**config.mk**
```make
export PLATFORM = sky130hd
export DESIGN_NAME = dti_pr_rsp_arbiter
export DESIGN_NICKNAME = d
export VERILOG_FILES = /design/src/rtl/dti_pr_rsp_arbiter.sv
export SDC_FILE = /design/constraint.sdc
export NUM_CORES = 1
export LEC_CHECK = 0
export ABC_CLOCK_PERIOD_IN_PS = 5410
export CAP_MARGIN = 20
export CORE_AREA = 2 2 210 212
export CTS_BUF_LIST = sky130_fd_sc_hd__clkbuf_4
export CTS_CLUSTER_DIAMETER = 30
export CTS_CLUSTER_SIZE = 25
export DETAILED_ROUTE_END_ITERATION = 6
export DIE_AREA = 0 0 212 214
export PLACE_DENSITY_LB_ADDON = 0.2
export RECOVER_POWER = 50
export SLEW_MARGIN = 10
export SYNTH_ARGS = -nofsm -noshare
export SYNTH_HDL_FRONTEND = slang
export SYNTH_SLANG_ARGS = --single-unit
```
**constraint.sdc**
```tcl
create_clock -name clk -period 5.41 [get_ports clk]
set_input_delay 1.082 -clock clk [delete_from_list [all_inputs] [get_ports clk]]
set_output_delay 1.082 -clock clk [all_outputs]
set_load 0.05 [all_outputs]
```
**src/rtl/dti_pr_rsp_arbiter.sv**
```systemverilog
// Packet-atomic response arbiter: two-class QoS, round-robin within a class,
// starvation promotion, and a single registered output slot toward the async bridge.

module dti_pr_rsp_arb_lane #(
   parameter int STARVE_LIMIT = 7,
   parameter int CW           = 3
) (
   input  logic clk,
   input  logic rst,
   input  logic valid_i,
   input  logic qos_i,
   input  logic start_i,
   input  logic win_i,
   output logic hi_o
);
   logic [CW-1:0] wait_q, wait_d;

   // Counters move only at packet-start decisions.
   always_comb begin
      wait_d = wait_q;
      if (start_i) begin
         if (win_i)
            wait_d = '0;
         else if (valid_i && wait_q != CW'(STARVE_LIMIT))
            wait_d = wait_q + 1'b1;
      end
   end

   always_ff @(posedge clk or posedge rst) begin
      if (rst) wait_q <= '0;
      else     wait_q <= wait_d;
   end

   assign hi_o = qos_i | (wait_q == CW'(STARVE_LIMIT));
endmodule

module dti_pr_rsp_arbiter #(
   parameter int N_SRC        = 4,
   parameter int PLD_WIDTH    = 90,
   parameter int ID_WIDTH     = 6,
   parameter int STARVE_LIMIT = 7
) (
   input  logic                          clk,
   input  logic                          rst,
   input  logic [N_SRC-1:0]              in_valid_i,
   input  logic [N_SRC*PLD_WIDTH-1:0]    in_payload_i,
   input  logic [N_SRC-1:0]              in_last_i,
   input  logic [N_SRC*ID_WIDTH-1:0]     in_srcid_i,
   input  logic [N_SRC*ID_WIDTH-1:0]     in_tgtid_i,
   input  logic [N_SRC-1:0]              in_qos_i,
   output logic [N_SRC-1:0]              in_ready_o,
   output logic                          out_valid_o,
   output logic [PLD_WIDTH-1:0]          out_payload_o,
   output logic                          out_last_o,
   output logic [ID_WIDTH-1:0]           out_srcid_o,
   output logic [ID_WIDTH-1:0]           out_tgtid_o,
   output logic                          out_qos_o,
   input  logic                          out_ready_i,
   output logic                          lock_active_o,
   output logic [$clog2(N_SRC)-1:0]      lock_id_o
);
   localparam int IW = $clog2(N_SRC);
   localparam int CW = $clog2(STARVE_LIMIT + 1);

   typedef enum logic {S_IDLE, S_LOCKED} state_e;
   state_e state_q, state_d;

   logic [IW-1:0]        rr_q, lock_id_q, pick, grant;
   logic                 pick_vld, gvld, slot_free, acc, start, sel_last;
   logic [N_SRC-1:0]     hi, cand;

   logic                 out_valid_q, out_last_q, out_qos_q;
   logic [PLD_WIDTH-1:0] out_payload_q;
   logic [ID_WIDTH-1:0]  out_srcid_q, out_tgtid_q;

   for (genvar i = 0; i < N_SRC; i++) begin : g_lane
      dti_pr_rsp_arb_lane #(.STARVE_LIMIT(STARVE_LIMIT), .CW(CW)) u_lane (
         .clk    (clk),
         .rst    (rst),
         .valid_i(in_valid_i[i]),
         .qos_i  (in_qos_i[i]),
         .start_i(start),
         .win_i  (grant == IW'(i)),
         .hi_o   (hi[i])
      );
   end

   // High class masks out the low class whenever any high-class source is pending.
   assign cand = in_valid_i & ((|(in_valid_i & hi)) ? hi : {N_SRC{1'b1}});

   always_comb begin
      pick     = '0;
      pick_vld = 1'b0;
      for (int k = 0; k < N_SRC; k++) begin
         if (!pick_vld && cand[(int'(rr_q) + k) % N_SRC]) begin
            pick     = IW'((int'(rr_q) + k) % N_SRC);
            pick_vld = 1'b1;
         end
      end
   end

   assign slot_free = !out_valid_q | out_ready_i;
   assign grant     = (state_q == S_LOCKED) ? lock_id_q : pick;
   assign gvld      = (state_q == S_LOCKED) | pick_vld;

   always_comb begin
      in_ready_o = '0;
      for (int i = 0; i < N_SRC; i++)
         in_ready_o[i] = !rst & slot_free & gvld & (grant == IW'(i));
   end

   assign acc      = |(in_valid_i & in_ready_o);
   assign start    = acc & (state_q == S_IDLE);
   assign sel_last = in_last_i[grant];

   always_comb begin
      state_d = state_q;
      case (state_q)
         S_IDLE:   if (start && !sel_last) state_d = S_LOCKED;
         S_LOCKED: if (acc && sel_last)    state_d = S_IDLE;
         default:  state_d = S_IDLE;
      endcase
   end

   always_ff @(posedge clk or posedge rst) begin
      if (rst) begin
         state_q       <= S_IDLE;
         rr_q          <= '0;
         lock_id_q     <= '0;
         out_valid_q   <= 1'b0;
         out_payload_q <= '0;
         out_last_q    <= 1'b0;
         out_srcid_q   <= '0;
         out_tgtid_q   <= '0;
         out_qos_q     <= 1'b0;
      end else begin
         state_q <= state_d;
         if (start) begin
            rr_q      <= (grant == IW'(N_SRC - 1)) ? '0 : grant + 1'b1;
            lock_id_q <= grant;
         end
         if (acc) begin
            out_valid_q   <= 1'b1;
            out_payload_q <= in_payload_i[int'(grant)*PLD_WIDTH +: PLD_WIDTH];
            out_last_q    <= sel_last;
            out_srcid_q   <= in_srcid_i[int'(grant)*ID_WIDTH +: ID_WIDTH];
            out_tgtid_q   <= in_tgtid_i[int'(grant)*ID_WIDTH +: ID_WIDTH];
            out_qos_q     <= in_qos_i[grant];
         end else if (out_ready_i) begin
            out_valid_q <= 1'b0;
         end
      end
   end

   assign out_valid_o   = out_valid_q;
   assign out_payload_o = out_payload_q;
   assign out_last_o    = out_last_q;
   assign out_srcid_o   = out_srcid_q;
   assign out_tgtid_o   = out_tgtid_q;
   assign out_qos_o     = out_qos_q;
   assign lock_active_o = (state_q == S_LOCKED);
   assign lock_id_o     = lock_id_q;
endmodule

```
# Word level (Yosys, flattened, before mapping)
# Index checks and enable logic that the tools add are counted.
[word_totals]
register_bits = 122
out_inout_bits = 112
[classes]
n_addsub = 8
n_mul = 2
n_lt_le_gt_ge = 5
n_eq_ne = 11
shift = 3
n_mux = 39
bitwise = 20
n_reduce_logical = 30
[op_table]
columns = ["op", "n"]
rows = [
  ["360-bit by 10-bit variable part select with 90-bit output", 1],
  ["24-bit by 32-bit variable part select with 6-bit output", 1],
  ["3-bit 2-to-1 mux", 8],
  ["24-bit by 6-bit variable part select with 6-bit output", 1],
  ["1-bit 2-to-1 mux", 17],
  ["3-bit by 1-bit adder with 3-bit output (second input constant)", 4],
  ["4-bit bitwise AND", 3],
  ["1-bit binary-select mux with 2-bit select", 6],
  ["3-bit equality test (second input constant)", 4],
  ["3-bit by 4-bit less-than comparator with 1-bit output (second input constant)", 3],
  ["2-bit 2-to-1 mux", 6],
  ["3-bit inequality test (second input constant)", 4],
  ["2-bit nonzero test", 5],
  ["1-bit logical AND", 9],
  ["2-bit by 6-bit multiplier with 8-bit output (second input constant)", 1],
  ["2-bit AND reduction", 4],
  ["4-bit OR reduction", 2],
  ["1-bit bitwise AND", 7],
  ["1-bit logical NOT", 6],
  ["2-bit by 3-bit less-than comparator with 1-bit output (second input constant)", 2],
  ["1-bit bitwise OR", 6],
  ["2-bit OR reduction", 3],
  ["2-bit by 1-bit adder with 2-bit output (second input constant)", 2],
  ["2-bit adder (second input constant)", 2],
  ["8 further kinds", 11],
]

# Logic depth before layout (Yosys ltp)
[depth]
word_depth = 27
ltp_mapped = 18

# Modules after synthesis
# A second synthesis with hierarchy kept.
[hier_totals]
hier_cells = 881
hier_area_um2 = 9225.1
[by_module_without_submodules]
columns = ["mod", "n_inst", "cells_per_inst", "area_each_um2"]
rows = [
  ["dti_pr_rsp_arbiter", 1, 813, 8464.4],
  ["dti_pr_rsp_arb_lane", 4, 17, 190.2],
]

# Worst setup path before layout
# Ideal clock, no wire load.
[synth_timing]
path_type = "in2reg"
from = "in in_valid_i[0]"
to = "reg out_payload_q[43] (netlist: out_payload_o[43])"
setup_ps = 87
t_arrival_ps = 4251
t_required_ps = 5323
setup_slack_ps = 1072
stages = 17
n_path_buf = 6
cell_sequence = "buf_2 o21a_1 o31ai_2 nand3_1 o221a_2 o31ai_4 buf_6 buf_6 inv_1 ha_1 a221oi_1 or3_1 clkbuf_1 clkbuf_1 clkbuf_1 nand2_1 o221ai_2"
[synth_via]
elab_chain_len = 21
word_cells_on_any_way = 44
classes_between = "1 x mul; 3 x eq/ne; 1 x shift; 21 x mux; 9 x bitwise; 9 x reduce/logical"
[synth_lines]
columns = ["element", "line", "text"]
rows = [
  ["start, declared", "45", "input logic [N_SRC-1:0] in_valid_i,"],
  ["4-bit bitwise AND", "89", "assign cand = in_valid_i & ((|(in_valid_i & hi)) ? hi : {N_SRC{1'b1}});"],
  ["4-bit OR reduction", "89", ""],
  ["4-bit 2-to-1 mux", "89", ""],
  ["4-bit bitwise AND *", "89", ""],
  ["1-bit binary-select mux with 2-bit select", "95", "if (!pick_vld && cand[(int'(rr_q) + k) % N_SRC]) begin"],
  ["1-bit 2-to-1 mux (not written as such)", "95", ""],
  ["1-bit 2-to-1 mux", "95", ""],
  ["1-bit logical NOT", "95", ""],
  ["[3 not listed]", "n/a", ""],
  ["1-bit logical AND", "95", ""],
  ["1-bit 2-to-1 mux", "95", ""],
  ["1-bit logical NOT", "95", ""],
  ["1-bit logical AND", "95", ""],
  ["2-bit 2-to-1 mux *", "95", ""],
  ["2-bit 2-to-1 mux *", "103", "assign grant = (state_q == S_LOCKED) ? lock_id_q : pick;"],
  ["net grant[1]", "68", "logic [IW-1:0] rr_q, lock_id_q, pick, grant;"],
  ["parallel branches: the longest is 4 deep, another holds 2-bit by 6-bit multiplier with 8-bit output", "n/a", ""],
  ["end signal, assigned", "144", "out_payload_q <= in_payload_i[int'(grant)*PLD_WIDTH +: PLD_WIDTH];"],
  ["end, declared", "73", "logic [PLD_WIDTH-1:0] out_payload_q;"],
]
# Mark *: on every way through the listed nets, which the timed path passes. The select of a mux whose other input is x is not followed.
# A chain may end at the register's enable or synchronous reset.

# Worst setup path in the final report
[layout_timing]
from = "in in_valid_i[0]"
to = "out in_ready_o[2]"
[layout_via]
elab_chain_len = 19
word_cells_on_any_way = 34
classes_between = "1 x eq/ne; 21 x mux; 5 x bitwise; 7 x reduce/logical"
[layout_lines]
columns = ["element", "line", "text"]
rows = [
  ["4-bit bitwise AND", "89", ""],
  ["4-bit OR reduction", "89", ""],
  ["4-bit 2-to-1 mux", "89", ""],
  ["4-bit bitwise AND *", "89", ""],
  ["1-bit binary-select mux with 2-bit select", "95", ""],
  ["1-bit 2-to-1 mux (not written as such)", "95", ""],
  ["1-bit 2-to-1 mux", "95", ""],
  ["1-bit logical NOT", "95", ""],
  ["[3 not listed]", "n/a", ""],
  ["1-bit logical AND", "95", ""],
  ["1-bit 2-to-1 mux", "95", ""],
  ["1-bit logical NOT", "95", ""],
  ["1-bit logical AND", "95", ""],
  ["2-bit 2-to-1 mux / 1-bit 2-to-1 mux (equally long branches)", "95", ""],
  ["2-bit 2-to-1 mux / 1-bit bitwise OR (equally long branches)", "103, 104", ""],
  ["2-bit equality test / 1-bit bitwise AND (equally long branches)", "109", "in_ready_o[i] = !rst & slot_free & gvld & (grant == IW'(i));"],
  ["1-bit bitwise AND *", "109", ""],
  ["end, declared", "51", "output logic [N_SRC-1:0] in_ready_o,"],
]
# Every way passes the cells marked *; elsewhere a longest branch is shown, timed or not. The select of a mux whose other input is x is not followed.

==> out/qor.csv <==
stage,metric,value,unit
outcome,status,"complete, but fails checks",
outcome,failing checks,"max-capacitance violations, max-slew violations",
flow_run,max_cap viols,1,
cts,clock transition at the registers of the reported paths,0.10,ns
logic_synthesis,number of flops mapped to enable cells by yosys,0,
floorplanning,Rows,76,
critical_path,flop2flop setup slack,1.21,ns
critical_path,reg2reg path depth,17,
place,RD Place Congestion,0.827,
timing,fin. max-slew vios,57,
place,IO buf count,534,
logic_synthesis,library cells used by synthesis,43,
critical_path,WP data arrival,3.80,ns
critical_path,Critical Path End Type,primary output,
logic_synthesis,Mean Syn Cell Area,10.6,µm²
grt,first-pass GRT wire length,52.3,mm
place,DP Worst Slack,0.441,ns
finish,Area growth syn-to-layout,78.0,%
route,Via density,4.39,
pwr,power density cells,546,nW/µm²
cts,clk_lat worst skew,0.59,ns
logic_synthesis,Ys Warns,0,
critical_path,worst path cell trace,"clkdlybuf4s50_1, o21ai_1, a41oi_2, nand3_1, o221a_2, o31ai_4, ha_1, and2_1, buf_12",
grt,Tot GR Track Use,15.3,%
timing,period utilization,90.3,%
floorplanning,Die Span X,212,µm
min_path,worst min-delay path startpoint,out_payload_o[37],
pwr,Leakage,5.62,nW
critical_path,RR Endpoint,g_lane[3].u_lane.wait_q[1],
pwr,Flop pwr share,21.0,%
critical_path,critical path class,primary input to primary output,
cts,postcts setup bufs,0,
min_path,hold path endpoint,out_payload_o[37],
cts,H-tree levels,4,
grt,largest net degree at the start of global routing,105,
pwr,sw frac,51.4,%
pwr,clock share of power,8.6,%
cts,Num Clock Sinks,122,
grt,vias in the first global route,8434,
logic_synthesis,top cell type's share of synthesized area,39.2,%
pwr,"IR drop worst, VDD",0.480,mV
timing,setup_tns,0,ns
floorplanning,Initial Util,18.2,%
timing,Least-Margin Pin Slew,2.92,ns
cts,clock tree buffer depth,2,
critical_path,"critical path fanouts, max",9,
logic_synthesis,synthesized flop and latch total,122,
cts,cts hold-fix bufs,0,
grt,initial antenna violation count,2,
grt,GRT Residual Overflow,0,
route,drt total wl,35.5,mm
cts,root buf cell,clkbuf_4,
pwr,Switch Pwr,3.90,mW
route,remaining antenna violation count,0,
floorplanning,die area,45400,µm²
cts,TritonCTS clock tree,yes,
logic_synthesis,synth top area cells,"dfrtp_1 (39%), mux2i_1 (26%), o221ai_1 (11%), nand2_1 (6.1%), buf_8 (3.1%)",
floorplanning,Core Box Area,42900,µm²
timing,Fin. Hold Viols,0,
logic_synthesis,Syn Nets,1168,
logic_synthesis,Synth area leader,dfrtp_1,
floorplanning,die height,214,µm
pwr,Comb pwr share,70.5,%
route,mean routed wirelength per cell,19.3,µm
logic_synthesis,share of async-settable or async-resettable flops after synthesis,100,%
critical_path,Critical-path top delay cell,clkdlybuf4s50_1,
finish,fin nets,1675,
finish,final non-filler cell total,1838,
route,Residual DRC,0,
min_path,Hold Path Depth,2,
route,Pre-antenna DRT Iters,4,
logic_synthesis,Synth Instances,733,
critical_path,R2R Path Start,g_lane[0].u_lane.wait_q[0],
timing,Final WS setup,0.524,ns
timing,Clock Skews,0.0284,ns
timing,max frequency,205,MHz
timing,Worst slew margin,-95.7,%
critical_path,CP max stage delay,0.67,ns
floorplanning,num ports,535,
place,placed cells,1806,
finish,layout cell share with drive strength beyond 1,4.72,%
critical_path,startpoint types,primary input,
timing,Final setup viols,0,
timing,RSZ-0062 raised after global routing,no,
logic_synthesis,register area share after synthesis,39.2,%
cts,cts repair resizes,0,
route,Initial DRC Count,401,
cts,cts bufs inserted,17,
min_path,Hold Path Class,flip-flop to flip-flop,
logic_synthesis,Synth Flop Type,dfrtp_1,
route,Via Count,8072,
timing,Tmin final,4.89,ns
critical_path,Critical Path RT,4.33,ns
place,DP HPWL,27.2,mm
pwr,Int Power,3.68,mW
logic_synthesis,Syn Std Cell Area,7800,µm²
[worst max-delay path, delay by kind of cell]
kind	cells	cell delay, ns
AO/OA/AOI/OAI	4	1.20
buffers and inverters	2	0.81
adder cells (fa/ha/maj)	1	0.38
AND/OR/NAND/NOR	2	0.32
[cells by family after synthesis]
kind of cell / Yosys count / synth area share, %
simple gates: 167 / 8.83
flops: 122 / 39.2
compound gates: 157 / 17.0
fa+ha+maj: 12 / 1.93
mux: 208 / 26.7
buf+inv: 67 / 6.35
[cell usage after synthesis, types with 2 or more instances]
master / instances
a22oi_1: 8
dfrtp_1: 122
clkbuf_1: 25
buf_2: 9
buf_8: 16
o31ai_1: 4
o21ai_0: 16
a21oi_1: 4
nand3_1: 2
and2_1: 6
buf_6: 7
a22o_1: 2
o221ai_2: 3
nand2_1: 127
a221oi_1: 2
o21ai_2: 2
nor3_1: 4
nor2_1: 14
o21a_1: 3
o221ai_1: 101
nand2b_1: 7
ha_1: 12
nor2b_1: 3
mux2i_1: 206
inv_1: 6
mux2_2: 2
buf_1: 4
[cell type report]
cell class,count,area (µm²)
Sequential cell,122,3050
Tap cell,585,732
Fill cell,4420,29000
Antenna cell,2,5.00
Clock inverter,12,109
Inverter,6,23.8
Timing Repair Buffer,549,5560
Clock buffer,18,135
Multi-Input combinational cell,544,4270
[stage by stage]
step	power [mW]	hold WS [ns]	area, µm²	utilization (%)
3_3_place_gp	7.07	0.466	13600	31.8
6_report	7.58	0.488	13900	32.4
2_1_floorplan	5.44	0.476	7800	-
4_1_cts	7.77	0.503	13900	32.4
3_5_place_dp	7.08	0.472	13600	31.8
5_1_grt	8.06	0.506	13900	32.4
[power groups by stage]
stage / sequential, mW / clock [mW] / combinational, mW
after floorplan: 2.90 / 0 / 2.54
after global placement: 1.61 / 0 / 5.46
after detailed placement: 1.61 / 0 / 5.47
after CTS: 1.60 / 0.698 / 5.47
after global routing: 1.65 / 0.728 / 5.69
final: 1.59 / 0.650 / 5.34
[worst max path at each step]
stage,depth (start not counted),end,startpoint
after floorplan,17,out_payload_o[43],in_valid_i[0]
after global placement,16,g_lane[3].u_lane.wait_q[2],in_valid_i[2]
after detailed placement,16,g_lane[3].u_lane.wait_q[2],in_valid_i[0]
after CTS,9,in_ready_o[2],in_valid_i[0]
after global routing,10,in_ready_o[1],in_valid_i[0]
final,9,in_ready_o[2],in_valid_i[0]
[registers in the layout, summed over array words and instances (netlist names), named ones only]
name,count
g_lane.u_lane.wait_q,12
lock_id_o,2
out_last_o,1
out_payload_o,90
out_qos_o,1
out_srcid_o,6
out_tgtid_o,6
out_valid_o,1
rr_q,2
[cell usage in the layout, fill, tap and decap left out, types with 3 or more instances in the layout]
| cell | synthesis | layout |
|---|---|---|
| clkdlybuf4s50_1 | 0 | 473 |
| mux2i_1 | 206 | 206 |
| nand2_1 | 127 | 125 |
| dfrtp_1 | 122 | 122 |
| o221ai_1 | 101 | 101 |
| dlygate4sd3_1 | 0 | 57 |
| clkbuf_4 | 0 | 18 |
| o21ai_0 | 16 | 16 |
| nor2_1 | 14 | 14 |
| ha_1 | 12 | 12 |
| buf_12 | 0 | 9 |
| a22oi_1 | 8 | 8 |
| buf_4 | 0 | 8 |
| nand2b_1 | 7 | 7 |
| and2_1 | 6 | 6 |
| inv_1 | 6 | 5 |
| clkinv_1 | 0 | 5 |
| nor3_1 | 4 | 4 |
| a21oi_1 | 4 | 4 |
| o31ai_1 | 4 | 4 |
| nor2b_1 | 3 | 3 |
| o21a_1 | 3 | 3 |
| o221ai_2 | 3 | 3 |
| clkinv_2 | 0 | 3 |
[layer usage]
metal	share of wire [%]	track usage [%]
met5	0	0
met4	1.3	4.37
met3	8.8	4.79
met2	50	27.0
met1	40	17.6
No activity file was read; power rests on OpenSTA's default activity.
